**config.mk**
```make
export PLATFORM = sky130hd
export DESIGN_NAME = mmio_bus_initiator
export DESIGN_NICKNAME = d
export VERILOG_FILES = /design/src/rtl/mmio_init_pkg.sv /design/src/rtl/mmio_bus_initiator_fifo.sv /design/src/rtl/mmio_bus_initiator.sv
export SDC_FILE = /design/constraint.sdc
export NUM_CORES = 1
export LEC_CHECK = 0
export BUFFER_PORTS_ARGS = -buffer_cell sky130_fd_sc_hd__buf_4
export CORE_ASPECT_RATIO = 0.75
export CORE_MARGIN = 3
export CORE_UTILIZATION = 30
export CTS_CLUSTER_SIZE = 12
export DETAILED_ROUTE_END_ITERATION = 16
export SKIP_LAST_GASP = 1
export SLEW_MARGIN = 20
export SYNTH_ARGS = -nofsm -noshare
export SYNTH_HDL_FRONTEND = slang
export SYNTH_SLANG_ARGS = --single-unit
```
**constraint.sdc**
```tcl
create_clock -name clk -period 2.8 [get_ports clk]
set_input_delay 0.56 -clock clk [delete_from_list [all_inputs] [get_ports clk]]
set_output_delay 0.56 -clock clk [all_outputs]
set_load 0.02 [all_outputs]
```
**src/rtl/mmio_init_pkg.sv**
```systemverilog
// Shared types for the MMIO bus initiator: FSM state and queued command layout.
package mmio_init_pkg;

  localparam int MMIO_ADDR_W   = 21;
  localparam int MMIO_DATA_W   = 32;
  localparam int TXN_CNT_WIDTH = 16;

  typedef enum logic [1:0] {IDLE, REQ, XFER, GAP} state_t;

  typedef struct packed {
    logic                   write;
    logic [MMIO_ADDR_W-1:0] addr;
    logic [MMIO_DATA_W-1:0] wdata;
  } mmio_cmd_t;

endpackage

```
**src/rtl/mmio_bus_initiator_fifo.sv**
```systemverilog
// Synchronous first-word-fall-through FIFO. Pushes are dropped when full and
// pops are ignored when empty, so callers may strobe without pre-gating.
module sync_fifo #(
  parameter  int WIDTH = 8,
  parameter  int DEPTH = 4,
  localparam int AW    = $clog2(DEPTH)
) (
  input  logic             clk,
  input  logic             rst_n,
  input  logic             push,
  input  logic [WIDTH-1:0] wdata,
  input  logic             pop,
  output logic [WIDTH-1:0] rdata,
  output logic             full,
  output logic             empty,
  output logic [AW:0]      count
);

  logic [WIDTH-1:0] mem [DEPTH];
  logic [AW-1:0]    wr_ptr, rd_ptr;
  logic             do_push, do_pop;

  assign full    = (count == (AW+1)'(DEPTH));
  assign empty   = (count == '0);
  assign do_push = push && !full;
  assign do_pop  = pop && !empty;
  assign rdata   = mem[rd_ptr];

  // Storage needs no reset; occupancy tracking below decides what is valid.
  always_ff @(posedge clk) begin
    if (do_push) mem[wr_ptr] <= wdata;
  end

  // Pointers wrap naturally because DEPTH is a power of two.
  always_ff @(posedge clk or negedge rst_n) begin
    if (!rst_n) begin
      wr_ptr <= '0;
      rd_ptr <= '0;
      count  <= '0;
    end else begin
      if (do_push) wr_ptr <= wr_ptr + 1'b1;
      if (do_pop)  rd_ptr <= rd_ptr + 1'b1;
      case ({do_push, do_pop})
        2'b10:   count <= count + 1'b1;
        2'b01:   count <= count - 1'b1;
        default: count <= count;
      endcase
    end
  end

endmodule

```
**src/rtl/mmio_bus_initiator.sv**
```systemverilog
// Bus-master bridge: queues streamed read/write commands and issues each as a
// single-cycle FPro MMIO transaction after winning the shared bus.
module mmio_bus_initiator
  import mmio_init_pkg::*;
#(
  parameter int ADDR_WIDTH = MMIO_ADDR_W,
  parameter int DATA_WIDTH = MMIO_DATA_W,
  parameter int CMD_DEPTH  = 4,
  parameter int RSP_DEPTH  = 4
) (
  input  logic                     clk,
  input  logic                     reset,
  input  logic                     cmd_valid,
  output logic                     cmd_ready,
  input  logic                     cmd_write,
  input  logic [ADDR_WIDTH-1:0]    cmd_addr,
  input  logic [DATA_WIDTH-1:0]    cmd_wdata,
  output logic                     rsp_valid,
  input  logic                     rsp_ready,
  output logic [DATA_WIDTH-1:0]    rsp_data,
  output logic                     bus_req,
  input  logic                     bus_gnt,
  output logic                     mmio_cs,
  output logic                     mmio_read,
  output logic                     mmio_write,
  output logic [ADDR_WIDTH-1:0]    mmio_addr,
  output logic [DATA_WIDTH-1:0]    mmio_wr_data,
  input  logic [DATA_WIDTH-1:0]    mmio_rd_data,
  output logic                     busy,
  output logic [TXN_CNT_WIDTH-1:0] txn_count
);

  localparam int CAW = $clog2(CMD_DEPTH);
  localparam int RAW = $clog2(RSP_DEPTH);

  state_t              state;
  logic                rdy_en;
  mmio_cmd_t           cmd_in, cmd_head;
  logic                cmd_full, cmd_empty, cmd_pop;
  logic [CAW:0]        cmd_count;
  logic [DATA_WIDTH-1:0] rsp_q;
  logic                rsp_full, rsp_empty, rsp_push;
  logic [RAW:0]        rsp_count;
  logic                eligible;

  assign cmd_in.write = cmd_write;
  assign cmd_in.addr  = MMIO_ADDR_W'(cmd_addr);
  assign cmd_in.wdata = MMIO_DATA_W'(cmd_wdata);

  // cmd_ready is held low until the first edge after reset release.
  assign cmd_ready = rdy_en && !cmd_full;
  assign rsp_valid = !rsp_empty;
  assign rsp_data  = rsp_empty ? '0 : rsp_q;
  assign busy      = (state != IDLE) || (cmd_count != '0);

  // Reads wait while the response FIFO is full so it can never overflow.
  assign eligible  = !cmd_empty && (cmd_head.write || rsp_count < (RAW+1)'(RSP_DEPTH));
  assign cmd_pop   = (state == XFER);
  assign rsp_push  = (state == XFER) && mmio_read && !rsp_full;

  sync_fifo #(.WIDTH($bits(mmio_cmd_t)), .DEPTH(CMD_DEPTH)) u_cmd_fifo (
    .clk   (clk),
    .rst_n (reset),
    .push  (cmd_valid && cmd_ready),
    .wdata (cmd_in),
    .pop   (cmd_pop),
    .rdata (cmd_head),
    .full  (cmd_full),
    .empty (cmd_empty),
    .count (cmd_count)
  );

  sync_fifo #(.WIDTH(DATA_WIDTH), .DEPTH(RSP_DEPTH)) u_rsp_fifo (
    .clk   (clk),
    .rst_n (reset),
    .push  (rsp_push),
    .wdata (mmio_rd_data),
    .pop   (rsp_valid && rsp_ready),
    .rdata (rsp_q),
    .full  (rsp_full),
    .empty (rsp_empty),
    .count (rsp_count)
  );

  // Marks the first cycle after reset release for cmd_ready.
  always_ff @(posedge clk or negedge reset) begin
    if (!reset) rdy_en <= 1'b0;
    else        rdy_en <= 1'b1;
  end

  // Bus FSM; all bus outputs are registered so strobes never glitch on inputs.
  always_ff @(posedge clk or negedge reset) begin
    if (!reset) begin
      state        <= IDLE;
      bus_req      <= 1'b0;
      mmio_cs      <= 1'b0;
      mmio_read    <= 1'b0;
      mmio_write   <= 1'b0;
      mmio_addr    <= '0;
      mmio_wr_data <= '0;
      txn_count    <= '0;
    end else begin
      case (state)
        IDLE: if (eligible) begin
          state   <= REQ;
          bus_req <= 1'b1;
        end
        REQ: if (bus_gnt) begin
          state        <= XFER;
          mmio_cs      <= 1'b1;
          mmio_write   <= cmd_head.write;
          mmio_read    <= !cmd_head.write;
          mmio_addr    <= ADDR_WIDTH'(cmd_head.addr);
          mmio_wr_data <= cmd_head.write ? DATA_WIDTH'(cmd_head.wdata) : '0;
        end
        XFER: begin
          // Grant is not re-checked here: the arbiter holds it while bus_req=1.
          state        <= GAP;
          bus_req      <= 1'b0;
          mmio_cs      <= 1'b0;
          mmio_read    <= 1'b0;
          mmio_write   <= 1'b0;
          mmio_addr    <= '0;
          mmio_wr_data <= '0;
          txn_count    <= txn_count + 1'b1;
        end
        GAP:     state <= IDLE;
        default: state <= IDLE;
      endcase
    end
  end

endmodule

```
==> results of run 1 <==
worst register-to-register path: stages, from the launching register on:
cell and delay (ns):
dfrtp_1 0.38, inv_1 0.12, ha_1 0.34, and2_1 0.25
ha_1 0.20, inv_1 0.06, fa_1 0.37, xor2_1 0.15
nor2_1 0.12, xor2_1 0.14
metal layers:
layer  share of wire  global-route usage  vias to the layer above
met5         0.00096                   0                        -
met1            0.43               0.166                     4200
met3           0.088              0.0483                       56
li1                -                   -                     3557
met2            0.47               0.192                      213
met4           0.018              0.0315                        6
metrics by stage:
stage	power, W	util
3_5_place_dp	0.0154	0.354
6_report	0.0209	0.381
3_3_place_gp	0.0153	0.354
2_1_floorplan	0.0128	-
5_1_grt	0.0221	0.381
4_1_cts	0.0213	0.381
state kept, by name (all words and copies together) (netlist names), 3 cells and up:
name              count
mmio_addr            21
u_cmd_fifo.mem      216
txn_count            16
mmio_wr_data         32
u_cmd_fifo.count      3
u_rsp_fifo.count      3
u_rsp_fifo.mem      128
worst min-delay path by stage:
| stage | end | slack (ns) | cells after the start |
|---|---|---|---|
| floorplan | bus_req$_DFFE_PN0P_ | 0.26 | 0 |
| global placement | txn_count[15]$_DFFE_PN0P_ | 0.46 | 1 |
| detailed placement | txn_count[15]$_DFFE_PN0P_ | 0.47 | 1 |
| CTS | u_cmd_fifo.mem[3][45]$_DFFE_PP_ | 0.14 | 1 |
| global route | u_rsp_fifo.mem[0][21]$_DFFE_PP_ | 0.15 | 1 |
| finish | u_cmd_fifo.mem[2][42]$_DFFE_PP_ | 0.19 | 1 |
power groups by stage:
stage	clock network [W]	registers (W)	logic (W)
after floorplan	0	0.00881	0.00403
after global placement	0	0.00850	0.00683
after detailed placement	0	0.00852	0.00689
after CTS	0.00600	0.00841	0.00689
after global routing	0.00625	0.00850	0.00730
final	0.00577	0.00839	0.00673
repair_timing:
action,in CTS,in global routing
buffers inserted,0,0
setup endpoints to repair,0,0
hold endpoints to repair,29,0
hold buffers,1,0
kinds of logic after synthesis:
| family | share of synthesized area |
|---|---|
| fa+ha+maj | 0.0140 |
| simple gates | 0.0281 |
| flops | 0.772 |
| xor+xnor | 0.0145 |
| other cells | 0.000230 |
| buf+inv | 0.0155 |
| mux | 0.123 |
| compound gates | 0.0332 |
layout make-up:
class | instances | area share
Clock buffer | 71 | 0.0623
Clock inverter | 11 | 0.00665
Inverter | 17 | 0.00314
Multi-Input combinational cell | 282 | 0.173
Sequential cell | 434 | 0.620
Tap cell | 712 | 0.0439
Timing Repair Buffer | 228 | 0.0918
cell usage in the layout (no fill, tap or decap), types with 3 or more instances in the layout:
| master | Yosys | routed |
|---|---|---|
| inv_1 | 17 | 17 |
| ha_1 | 15 | 15 |
| xor2_1 | 13 | 13 |
| clkbuf_16 | 0 | 46 |
| nand4_1 | 4 | 4 |
| clkinv_1 | 0 | 3 |
| clkbuf_1 | 18 | 23 |
| buf_12 | 0 | 12 |
| mux4_2 | 86 | 86 |
| nor3_1 | 3 | 3 |
| xnor2_1 | 14 | 14 |
| buf_4 | 5 | 215 |
| o21ai_0 | 3 | 3 |
| nand2_1 | 10 | 10 |
| dfrtp_1 | 90 | 87 |
| clkinvlp_4 | 0 | 3 |
| and3_4 | 0 | 4 |
| a22o_1 | 53 | 53 |
| edfxtp_1 | 344 | 344 |
| and2_1 | 41 | 40 |
| nor2_1 | 7 | 6 |
==> metrics.txt, run 1 <==
area occupied by multi-input gates=0.00350 mm²; initial DRC count=573; Crit-path slowest cell=mux4_2; asr flop ratio synth=0.207; Worst Path Buf+Inv=2; CTS tree=done; DR DRC count=0; most instantiated cells after synthesis=edfxtp_1, dfrtp_1, mux4_2; FMAX=377 MHz; R2R Setup Slk=0.60 ns; final worst setup slack=0.147 ns; die area=0.0572 mm²; Psw=0.00649 W; share of the synthesized area in the top cell type=0.634; nets@finish=1,116; gr usage total=0.125; vias in the first global route=8,562; post-route cell area=0.0203 mm²; max-slew violations=0; Seq. cell area=0.0126 mm²; final setup violating endpoints=0; global-route wire length before repair=53,900 µm; post-CTS sizing=0; Fillers=4,944; die width=275 µm; Placement Cell Area=0.0189 mm²; worst hold path type=input pin to flop; reg-to-reg endpoint=u_cmd_fifo.count[2]$_DFFE_PN0P_; Detailed Routing Iterations Pass 1=4; # clock sinks=434; sequential power share=0.402; ant diodes=0; RR Startpoint=state[0]$_DFFE_PN0P_; Pleak=7.39 nW; CTS Buf Count=45; Cell Pwr Density=1030 mW/mm²; Hold Slack=0.186 ns; clock network fraction of total power=0.276; routed length per instance=20.2 µm; clock skew=0.0155 ns; pre-CTS WS=0.586 ns; Critical Path AT=2.09 ns; syn_nets=877; H-Tree Depth=2; clk root buf=clkbuf_16; I/O pins=199; Setup CP Type=flop to output pin; Slew @ Worst Pin=0.893 ns; Largest delay share family, worst path=multiplexers; Yosys cell types=36; fin cells=1,755; top_reg_cell synth=edfxtp_1; Tmin final=2.65 ns; Max FO, Critical Path=24; Vias/cell=4.58; Final Cycle Share=0.948; FP Rows=73; buffers added on ports=198; total gr overflow=0; fraction of layout cells with a size suffix above 1=0.364; Slew Limit Headroom=0.405; Starting Density=0.306; synthesized area=0.0163 mm²; EDFF count, synth=344; initial antenna violation count=3; Max clock buf depth=3; Routed Wire Length=35,500 µm; Clk pin slew, worst setup/hold paths=0.06 ns; Worst-Skew Late Latency=0.57 ns; gp weighted congestion=0.725; Internal=0.0144 W; Syn-to-layout area delta=24.6%; Synth Register Bits=434; Max stage delay on crit path=0.58 ns; switching share of power=0.311; synth warn=0; status=finished clean; largest area contributor in the netlist=edfxtp_1; critical path endpoint category=output pin; VDD IR max=725 µV; post-synthesis sequential area ratio=0.772; final hold vios=0; detailed-route via count=8,032; CORE AREA=0.0533 mm²; Critical Path Start Type=flop; R2R depth=9; max cap viols=0; cell chain of the critical path=buf_12, mux4_2, and2_1, buf_4; chip height=208 µm; Avg Cell Area, Syn=21.2 µm²; largest net degree at the start of global routing=58; Gate Count Post-Synth=769; cell with the most instances after synthesis=edfxtp_1; Setup crit end=rsp_data[10]; critical path depth=4; placed instance count=1,672; HPWL after DPL=20,900 µm; WP data required=2.24 ns; Worst setup startpoint=u_rsp_fifo.rd_ptr[0]$_DFFE_PN0P_; Hold Crit Start=cmd_addr[10]; TNS Setup=0 ns; ANT nets after route=0; Logic pwr share=0.322; Synth area leaders=edfxtp_1, dfrtp_1, mux4_2; RSZ-0062 raised after global routing=false
Power figures use the tool's default switching activity.
==> run 2: changes to the inputs <==
--- a/config.mk
+++ b/config.mk
@@ -8,7 +8,7 @@
 export BUFFER_PORTS_ARGS = -buffer_cell sky130_fd_sc_hd__buf_4
 export CORE_ASPECT_RATIO = 0.75
 export CORE_MARGIN = 3
-export CORE_UTILIZATION = 30
+export CORE_UTILIZATION = 25
 export CTS_CLUSTER_SIZE = 12
 export DETAILED_ROUTE_END_ITERATION = 16
 export SKIP_LAST_GASP = 1
==> constraint.sdc (replaced) <==
create_clock -name clk -period 2.7 [get_ports clk]
set_input_delay 0.54 -clock clk [delete_from_list [all_inputs] [get_ports clk]]
set_output_delay 0.54 -clock clk [all_outputs]
set_load 0.02 [all_outputs]
==> run 2 against run 1 <==
First-iteration DRC count fell by 31%. Die area rose by 19%. Flip-flop and latch count is the same. Critical path type unchanged. Highest routed layer unchanged.
==> metrics.txt, run 2 (synthesized netlist as in run 1, its figures left out) <==
Vias/cell=4.22; Seq. cell area=0.0126 mm²; routed length per instance=19.1 µm; worst hold path type=input pin to flop; commonest non-fill, non-tap cell in the layout=edfxtp_1; gr usage total=0.106; Max FO, Critical Path=8; Slew Limit Headroom=0.391; DR DRC count=0; fin cells=1,909; vias in the first global route=8,677; WP data required=2.16 ns; gp weighted congestion=0.701; final worst setup slack=0.0796 ns; Routed Wire Length=36,400 µm; initial DRC count=396; Placement Cell Area=0.0191 mm²; met1 wire length=15,200 µm; final setup violating endpoints=0; total gr overflow=0; I/O pins=199; die area=0.0683 mm²; max-slew violations=0; final hold vios=0; max cap viols=0; buffers added on ports=198; Critical Path Start Type=flop; TNS Setup=0 ns; clock skew=0.0174 ns; clk root buf=clkbuf_16; Syn-to-layout area delta=26.5%; largest net degree at the start of global routing=58; HPWL after DPL=21,300 µm; Setup CP Type=flop to output pin; post-route cell area=0.0206 mm²; Clk pin slew, worst setup/hold paths=0.06 ns; pre-CTS WS=0.448 ns; Fillers=6,150; global-route wire length before repair=54,400 µm; chip height=227 µm; fraction of layout cells with a size suffix above 1=0.373; CTS tree=done; placed instance count=1,815; Biggest register=u_cmd_fifo.mem; status=finished clean; Slew @ Worst Pin=0.914 ns; ANT nets after route=0; Hold Slack=0.166 ns; met2 WL=17,200 µm; Pleak=7.46 nW; FP Rows=80; FMAX=382 MHz; die width=301 µm; Largest register FFs=216; Starting Density=0.254; Largest regs=u_cmd_fifo.mem: 216 flops, u_rsp_fifo.mem: 128 flops, mmio_wr_data: 32 flops; Final Cycle Share=0.971; highest metal used=met5; VDD IR max=662 µV; most frequent cells in the layout=edfxtp_1, buf_4, dfrtp_1; Hold Path Depth=1; Critical Path AT=2.08 ns; CTS Buf Count=46; critical path endpoint category=output pin; H-Tree Depth=2; Tmin final=2.62 ns; CORE AREA=0.0641 mm²; initial antenna violation count=3; R2R depth=9; Worst-Skew Late Latency=0.57 ns; post-CTS sizing=0; nets@finish=1,118; Max clock buf depth=3; # clock sinks=434; Cell Pwr Density=1070 mW/mm²; detailed-route via count=8,063; met3 wire length=3270 µm; Detailed Routing Iterations Pass 1=4; area occupied by multi-input gates=0.00351 mm²
## run 2: final timing paths
| path | from | slack [ns] | end |
|---|---|---|---|
| worst max-delay path | u_rsp_fifo.rd_ptr[0]$_DFFE_PN0P_ | 0.08 | rsp_data[22] |
| worst min-delay path | cmd_wdata[1] | 0.17 | u_cmd_fifo.mem[1][1]$_DFFE_PP_ |
| worst max register to register | state[0]$_DFFE_PN0P_ | 0.44 | u_cmd_fifo.count[2]$_DFFE_PN0P_ |
| worst min register to register | txn_count[15]$_DFFE_PN0P_ | 0.47 | txn_count[15]$_DFFE_PN0P_ |
| max in group asynchronous | reset | 1.47 | txn_count[9]$_DFFE_PN0P_ |
| min in group asynchronous | reset | 0.51 | mmio_addr[6]$_DFFE_PN0P_ |
## run 2: layer usage
metal  vias up  global-route usage
met1      4235               0.135
met5         -                   0
met4         2              0.0286
li1       3571                   -
met3        65              0.0415
met2       190               0.168
## run 2: per-stage QoR
step           power (W)  utilization
2_1_floorplan     0.0133            -
3_3_place_gp      0.0160        0.298
3_5_place_dp      0.0161        0.298
4_1_cts           0.0224        0.321
5_1_grt           0.0233        0.322
6_report          0.0220        0.322
## run 2: area by class of cell
class / instances / share of cell area
Clock buffer: 70 / 0.0622
Antenna cell: 2 / 0.000243
Clock inverter: 14 / 0.00831
Timing Repair Buffer: 229 / 0.0931
Sequential cell: 434 / 0.611
Inverter: 17 / 0.00309
Tap cell: 861 / 0.0522
Multi-Input combinational cell: 282 / 0.170
## run 2: worst max-delay path, stage by stage, from the launching register on
cell and delay, ns:
dfrtp_2 0.36, buf_4 0.16, buf_12 0.15, mux4_2 0.52
and2_1 0.17, buf_4 0.15
## run 2: report_power, final
part / leakage [nW] / internal, W / switching, W
clock network: 0.702 / 0.00357 / 0.00257
logic: 2.49 / 0.00338 / 0.00380
registers: 4.27 / 0.00826 / 0.000453
## run 2: what timing repair did
item,in CTS,in global routing
buffers inserted,2,3
gates cloned,0,2
hold buffers,1,0
setup endpoints to repair,29,10
endpoints found under the hold margin,31,0
==> run 3: changes to the inputs <==
--- a/config.mk
+++ b/config.mk
@@ -7,7 +7,7 @@
 export LEC_CHECK = 0
 export BUFFER_PORTS_ARGS = -buffer_cell sky130_fd_sc_hd__buf_4
 export CORE_ASPECT_RATIO = 0.75
-export CORE_MARGIN = 3
+export CORE_MARGIN = 2
 export CORE_UTILIZATION = 25
 export CTS_CLUSTER_SIZE = 12
 export DETAILED_ROUTE_END_ITERATION = 16
==> run 3 against run 2 <==
Final cell count up 0.84%. Non-clock buffer count grew 1. Via count is 0.52% lower. Cell area increased by 0.62%. Hold slack got worse by 0.0079 ns. Clock skew is 0.0033 ns lower. Global-route usage rose by 0.12 points. Largest cell class unchanged. Highest routed layer unchanged.
==> metrics.txt, run 3 (synthesized netlist as in run 1, its figures left out) <==
status=finished clean; Design Power=0.0222 W; HPWL after DPL=21,400 µm; CORE AREA=0.0649 mm²; die area=0.0673 mm²; largest net degree at the start of global routing=58; RSZ-0062 raised after global routing=true; Starting Density=0.251; FP Rows=81; Max FO, Critical Path=6; Clk pin slew, worst setup/hold paths=0.06 ns; Crit-path slowest cell=mux4_2; Routed Wire Length=37,100 µm; Final Cycle Share=0.971; worst hold path type=input pin to flop; clock skew=0.0141 ns; Syn-to-layout area delta=27.3%; commonest non-fill, non-tap cell in the layout=edfxtp_1; ANT nets after route=0; critical path endpoint category=output pin; CTS tree=done; routed length per instance=19.3 µm; global-route wire length before repair=54,300 µm; # clock sinks=434; pre-CTS WS=0.477 ns; Placement Cell Area=0.0191 mm²; Critical Path AT=2.08 ns; final worst setup slack=0.0777 ns; Setup CP Type=flop to output pin; Largest regs=u_cmd_fifo.mem: 216 flops, u_rsp_fifo.mem: 128 flops, mmio_wr_data: 32 flops; Detailed Routing Iterations Pass 1=4; Slew Limit Headroom=0.615; clk root buf=clkbuf_16; vias in the first global route=8,519; final hold vios=0; max cap viols=0; CTS Buf Count=48; Critical Path Start Type=flop; Vias/cell=4.17; switching share of power=0.314; nets@finish=1,121; clock network fraction of total power=0.275; gp weighted congestion=0.696; Psw=0.00699 W; post-route cell area=0.0207 mm²; detailed-route via count=8,021; Max stage delay on crit path=0.50 ns; Pleak=7.51 nW; Max clock buf depth=3; buffers added on ports=198; total gr overflow=0; sequential power share=0.394; Biggest register=u_cmd_fifo.mem; Slew @ Worst Pin=0.578 ns; FMAX=381 MHz; Cell Pwr Density=1070 mW/mm²; die width=299 µm; WP data required=2.16 ns; I/O pins=199; DR DRC count=0; chip height=225 µm; final setup violating endpoints=0; most frequent cells in the layout=edfxtp_1, buf_4, dfrtp_1; VDD IR max=581 µV; initial antenna violation count=3; cell chain of the critical path=buf_12, clkbuf_16, mux4_2, and2_1, buf_4; Worst-Skew Late Latency=0.58 ns; Logic pwr share=0.331; Tmin final=2.62 ns; Internal=0.0153 W; fraction of layout cells with a size suffix above 1=0.384; max-slew violations=0; initial DRC count=411; gr usage total=0.107; H-Tree Depth=2; Largest register FFs=216
run 3: changes by cell type in the layout (fill, tap and decap cells not counted), moves of 8 or more:
cell / delta
and2_1: -8
and2_4: +8
buf_4: -12
buf_6: +8
run 3: layer usage:
metal  vias up  global-route usage  part of all wire
li1       3580                   -                 -
met1      4174               0.134              0.43
met2       197               0.173              0.48
met3        64              0.0391             0.075
met4         6              0.0315             0.021
met5         -                   0           0.00084
run 3: path summary, 6_finish.rpt:
kind / to / cells after the start / slack, ns / start
setup / recovery: rsp_data[16] / 5 / 0.08 / u_rsp_fifo.rd_ptr[0]$_DFFE_PN0P_
hold / removal: u_cmd_fifo.mem[2][17]$_DFFE_PP_ / 1 / 0.16 / cmd_wdata[17]
setup reg to reg: u_cmd_fifo.count[1]$_DFFE_PN0P_ / 8 / 0.56 / u_cmd_fifo.count[0]$_DFFE_PN0P_
hold reg to reg: mmio_cs$_DFFE_PN0P_ / 1 / 0.48 / mmio_cs$_DFFE_PN0P_
max in group asynchronous: txn_count[11]$_DFFE_PN0P_ / 3 / 1.49 / reset
min in group asynchronous: mmio_addr[9]$_DFFE_PN0P_ / 2 / 0.50 / reset
run 3: worst max-delay path: cells and delay by family (launching register included):
kind	cells	cell delay [ns]
mux	1	0.50
buf+inv	3	0.46
flops	1	0.38
simple gates	1	0.17
run 3: area by class of cell:
| class | count | area (µm²) |
|---|---|---|
| well taps | 871 | 1090 |
| flip-flops and latches | 434 | 12600 |
| diodes | 1 | 2.50 |
| inverters | 17 | 63.8 |
| fillers | 6313 | 44100 |
| clock buffers | 72 | 1320 |
| repair buffers | 230 | 2010 |
| clock inverters | 18 | 140 |
| multi-input cells | 282 | 3530 |
run 3: per-stage QoR:
stage | setup TNS [ns] | hold WS [ns] | util | std cells
after global routing | -0.0161 | 0.120 | 0.320 | 1924
after global placement | 0 | 0.459 | 0.295 | 1827
final | 0 | 0.158 | 0.320 | 1925
after detailed placement | 0 | 0.467 | 0.295 | 1827
after floorplan | 0 | 0.244 | - | 769
after CTS | -0.0184 | 0.110 | 0.318 | 1920
run 3: power groups by stage:
stage,clock [W],sequential [W],combinational (W)
CTS,0.00635,0.00879,0.00722
global placement,0,0.00889,0.00708
global route,0.00660,0.00887,0.00795
finish,0.00611,0.00877,0.00736
detailed placement,0,0.00893,0.00717
floorplan,0,0.00912,0.00418
run 3: timing repair:
action | 4_1_cts | 5_1_grt
cloned | 0 | 3
hold endpoints to repair | 31 | 0
resized for setup | 0 | 19
hold buffers | 1 | 0
setup endpoints to repair | 27 | 15
buffers inserted | 2 | 1
